## src/rtl/cpu_mem_pkg.sv

```systemverilog
// rtl/cpu_mem_pkg.sv - shared encodings and line geometry for the memory-side blocks
package cpu_mem_pkg;

  typedef enum logic [1:0] {
    IDLE = 2'd0,
    BUSY = 2'd1,
    DONE = 2'd2
  } arb_state_e;

  localparam logic PORT_D = 1'b0;
  localparam logic PORT_I = 1'b1;

  localparam int MEM_ADDR_W = 32;
  localparam int MEM_DATA_W = 256;

endpackage

```

## src/rtl/mem_arbiter.sv

```systemverilog
// rtl/mem_arbiter.sv - round-robin, whole-transaction arbiter for the shared Data_Memory port
module mem_arbiter
  import cpu_mem_pkg::*;
#(
  parameter int ADDR_W  = MEM_ADDR_W,
  parameter int DATA_W  = MEM_DATA_W,
  parameter int CNT_W   = 16,
  parameter int TIMEOUT = 64
) (
  input  logic              clk_i,
  input  logic              rst_i,

  input  logic              p0_enable_i,
  input  logic              p0_write_i,
  input  logic [ADDR_W-1:0] p0_addr_i,
  input  logic [DATA_W-1:0] p0_data_i,
  output logic              p0_ack_o,
  output logic [DATA_W-1:0] p0_data_o,

  input  logic              p1_enable_i,
  input  logic              p1_write_i,
  input  logic [ADDR_W-1:0] p1_addr_i,
  input  logic [DATA_W-1:0] p1_data_i,
  output logic              p1_ack_o,
  output logic [DATA_W-1:0] p1_data_o,

  output logic              mem_enable_o,
  output logic              mem_write_o,
  output logic [ADDR_W-1:0] mem_addr_o,
  output logic [DATA_W-1:0] mem_data_o,
  input  logic              mem_ack_i,
  input  logic [DATA_W-1:0] mem_data_i,

  output logic [CNT_W-1:0]  gnt_cnt0_o,
  output logic [CNT_W-1:0]  gnt_cnt1_o,
  output logic              timeout_o
);

  localparam int               WAIT_W   = $clog2(TIMEOUT + 1);
  localparam logic [WAIT_W-1:0] WAIT_MAX = WAIT_W'(TIMEOUT);
  localparam logic [CNT_W-1:0]  CNT_MAX  = '1;

  arb_state_e        state;
  logic              owner;
  logic              last_gnt;
  logic [WAIT_W-1:0] wait_cnt;

  logic              grant_valid;
  logic              grant_port;

  // With both ports asking, the port that did not win last time goes first.
  always_comb begin
    grant_valid = p0_enable_i | p1_enable_i;
    if (p0_enable_i & p1_enable_i) begin
      grant_port = ~last_gnt;
    end else begin
      grant_port = p1_enable_i ? PORT_I : PORT_D;
    end
  end

  assign p0_ack_o  = mem_ack_i & (state == BUSY) & (owner == PORT_D);
  assign p1_ack_o  = mem_ack_i & (state == BUSY) & (owner == PORT_I);
  assign p0_data_o = mem_data_i;
  assign p1_data_o = mem_data_i;

  always_ff @(posedge clk_i or negedge rst_i) begin
    if (!rst_i) begin
      state        <= IDLE;
      owner        <= PORT_D;
      last_gnt     <= PORT_I;
      wait_cnt     <= '0;
      mem_enable_o <= 1'b0;
      mem_write_o  <= 1'b0;
      mem_addr_o   <= '0;
      mem_data_o   <= '0;
      gnt_cnt0_o   <= '0;
      gnt_cnt1_o   <= '0;
      timeout_o    <= 1'b0;
    end else begin
      case (state)
        IDLE: begin
          if (grant_valid) begin
            state        <= BUSY;
            owner        <= grant_port;
            last_gnt     <= grant_port;
            wait_cnt     <= '0;
            mem_enable_o <= 1'b1;
            if (grant_port == PORT_I) begin
              mem_write_o <= p1_write_i;
              mem_addr_o  <= p1_addr_i;
              mem_data_o  <= p1_data_i;
              if (gnt_cnt1_o != CNT_MAX) begin
                gnt_cnt1_o <= gnt_cnt1_o + CNT_W'(1);
              end
            end else begin
              mem_write_o <= p0_write_i;
              mem_addr_o  <= p0_addr_i;
              mem_data_o  <= p0_data_i;
              if (gnt_cnt0_o != CNT_MAX) begin
                gnt_cnt0_o <= gnt_cnt0_o + CNT_W'(1);
              end
            end
          end
        end

        BUSY: begin
          if (mem_ack_i) begin
            state        <= DONE;
            mem_enable_o <= 1'b0;
            mem_write_o  <= 1'b0;
            wait_cnt     <= '0;
          end else if (wait_cnt != WAIT_MAX) begin
            // The watchdog only flags a stuck memory; the transaction stays open.
            wait_cnt <= wait_cnt + WAIT_W'(1);
            if (wait_cnt == WAIT_MAX - WAIT_W'(1)) begin
              timeout_o <= 1'b1;
            end
          end
        end

        DONE: begin
          state <= IDLE;
        end

        default: begin
          state <= IDLE;
        end
      endcase
    end
  end

endmodule
```

## config.mk

```make
export PLATFORM = sky130hd
export DESIGN_NAME = mem_arbiter
export DESIGN_NICKNAME = d
export VERILOG_FILES = /design/src/rtl/cpu_mem_pkg.sv /design/src/rtl/mem_arbiter.sv
export SDC_FILE = /design/constraint.sdc
export NUM_CORES = 1
export LEC_CHECK = 0
export ABC_AREA = 1
export ABC_CLOCK_PERIOD_IN_PS = 3900
export CORE_AREA = 4 4 660 662
export DETAILED_ROUTE_END_ITERATION = 8
export DIE_AREA = 0 0 664 666
export PLACE_DENSITY_LB_ADDON = 0.3
export SETUP_SLACK_MARGIN = 0.4
export SLEW_MARGIN = 20
export SYNTH_ARGS = -nofsm -noshare
export SYNTH_HDL_FRONTEND = slang
export SYNTH_SLANG_ARGS = --single-unit
```

## constraint.sdc

```tcl
create_clock -name clk_i -period 3.9 [get_ports clk_i]
set_input_delay 1.17 -clock clk_i [delete_from_list [all_inputs] [get_ports clk_i]]
set_output_delay 1.17 -clock clk_i [all_outputs]
set_load 0.005 [all_outputs]
```

==> flow_summary.ini <==
[timing]
relSlewSlack = 0.398
worst_pin_slew_ps = 903
fin_tns_setup_ps = 0
fmax_mhz = 307
skew_ps = 25.3
hold_slack_ps = 476
hold_violations = 0
fin_crit_ps = 3250
timing.final.crit_share = 0.834
setup_viol_count_final = 0
final_max_slew_viol_count = 0
rsz0062_at_grt = no

[finish]
layout-drive-gt1-share = 0.0499
areaGrowthSynthToFinish_pct = 75.0
utilization = 0.0771
fill_cells = 50353
nets = 3649

[setup_path]
slowest_stage = clkdlybuf4s50_1
timing.critical_path.max_delay_family = buffers and inverters
cp.depth = 1
cp_max_fo = 2
r2r_cells = 6
path_class = flip-flop to output port
arrival_ps = 2080
startpoint_type = flip-flop
slowest_delay_ps = 1000
required_ps = 2730
worstPathCellList = clkdlybuf4s50_1
critPathCaptureType = output port
path_buf_inv = 1

[route]
wl_per_cell_um = 33.6
ant_nets = 0
vias_per_cell = 2.33
wirelength_um = 288000
dr_wl_met2_um = 134000
met1Wirelength_um = 70300
met3_length_um = 70400
dr.pass1.iters = 8
vias = 19979
post-route-drc-count = 0
drt_iter0_drc = 1359
highest_layer = met5

[power]
p_sw_mw = 7.97
power_density_nw_per_um2 = 617
vdd_drop_max_v = 0.000328
comb_power_share = 0.455
p_total_mw = 20.4
sw_frac_of_total = 0.390
leakage_nw = 11.8
p_int_mw = 12.5
pwr-share-clk = 0.246
power_frac_seq = 0.299

[synth]
netlist_area_um2 = 18900
synth_warnings = 0
yosysMostFrequentCell = nand2_1
synth_edf_count = 0
async_flop_share = 1.00
ys_types = 26
yosys.area.top_type = dfrtp_1
syn_inst = 2423
synth_top_area_frac = 0.440
ys.flop_type = dfrtp_1
avgSynthCellArea_um2 = 7.81
synth-seq-area-share = 0.442
synth_common_cells = nand2_1 (1014), buf_4 (540), dfrtp_1 (333), nand3_1 (310), nor2_1 (47)
syn_nets = 3266
yosys-top-cells-area = dfrtp_1 (44%), buf_4 (21%), nand2_1 (20%), nand3_1 (8.2%), buf_2 (1.0%)
ys_seq_elements = 334

[outcome]
status = finished, final reports clean

[cts]
cts_hold_buf = 0
postCtsSetupBuffers = 0
path_clk_slew_ps = 60
cts-resized-gates = 11
clk_path_buf_depth = 3
clk_latency_ps = 710
numCtsBuffers = 51
h-tree-depth = 2
cts_sinks = 334
cts-root-buf = clkbuf_16
cts_tree = built

[floorplan]
std_cell_rows = 241
initial_core_util = 0.0440
die_x_um = 664
core_area_um2 = 430000
ios = 1676
die_area_um2 = 442000
die_h_um = 666

[job]
max_cap_violations = 0

[global_routing]
grt_pass1_wl_um = 333000
antenna_found_initial = 247
overflow = 0
grt_max_degree = 82
grt_pass1_vias = 19180
grtUsageTotal = 0.125

[placed_design]
gp_congestion = 0.814
hpwl_um = 264000
io_buffers = 907

[worst_hold_path]
hold_path_class = flip-flop to flip-flop
holdPathStages = 2
area by class of cell:
cell class	count	area, um^2	share of cell area
multi-input cells	1439	6060	0.183
inverters	35	139	0.00419
well taps	5710	7140	0.216
repair buffers	945	9620	0.290
clock inverters	17	246	0.00744
clock buffers	77	1510	0.0454
flip-flops and latches	334	8360	0.252
diodes	20	50.0	0.00151
cell usage in the layout, fill, tap and decap left out, types with 14 or more instances in the layout:
cell,Yosys,routed
inv_1,30,28
nor2_1,47,43
clkbuf_1,30,14
buf_12,0,21
dfrtp_1,333,333
nand2_1,1014,1014
clkdlybuf4s50_1,0,901
clkbuf_16,0,52
buf_4,540,20
diode_2,0,20
o21ai_0,20,20
nand3_1,310,310
final timing paths:
check	end	startpoint	slack, ps
worst max-delay path	mem_data_o[65]	mem_data_o[65]$_DFFE_PN0P_	650
worst min-delay path	last_gnt$_DFFE_PN1P_	last_gnt$_DFFE_PN1P_	480
worst max register to register	gnt_cnt0_o[5]$_DFFE_PN0P_	gnt_cnt0_o[0]$_DFFE_PN0P_	1700
worst min register to register	last_gnt$_DFFE_PN1P_	last_gnt$_DFFE_PN1P_	480
max in group asynchronous	mem_data_o[115]$_DFFE_PN0P_	rst_i	2340
min in group asynchronous	mem_data_o[210]$_DFFE_PN0P_	rst_i	520
power by group through the flow:
stage	registers [mW]	logic (mW)	clock network, mW
2_1_floorplan	6.07	3.52	0
3_3_place_gp	6.10	9.54	0
3_5_place_dp	6.13	9.59	0
4_1_cts	6.12	9.65	5.37
5_1_grt	6.30	10.1	5.44
6_report	6.11	9.30	5.04
kinds of logic after synthesis:
family / after synthesis / synth area share
xor gates and xnor gates: 20 / 0.00926
and+or+nand+nor: 1391 / 0.299
AOI/OAI and AO/OA: 24 / 0.00721
buffers and inverters: 650 / 0.240
adders and majority gates: 4 / 0.00264
DFF: 334 / 0.442
state kept, by name (all words and copies together), names as in the netlist:
register      flops
gnt_cnt0_o       16
gnt_cnt1_o       16
last_gnt          1
mem_addr_o       32
mem_data_o      256
mem_enable_o      1
mem_write_o       1
owner             1
state             2
timeout_o         1
wait_cnt          7
routing by layer:
metal,global-route usage,up-vias
met5,0.0117,-
met4,0.0377,208
met3,0.144,768
met2,0.208,2174
met1,0.0882,8943
li1,-,7886
metrics by stage:
step           area [um^2]  instances  setup WS, ps
2_1_floorplan        18900       2423          1180
3_3_place_gp         31300       8463          -310
3_5_place_dp         31300       8463         -79.4
4_1_cts              33100       8557           409
5_1_grt              33100       8564           457
6_report             33100       8577           647
Note: power is estimated with default switching activity, not from simulation.
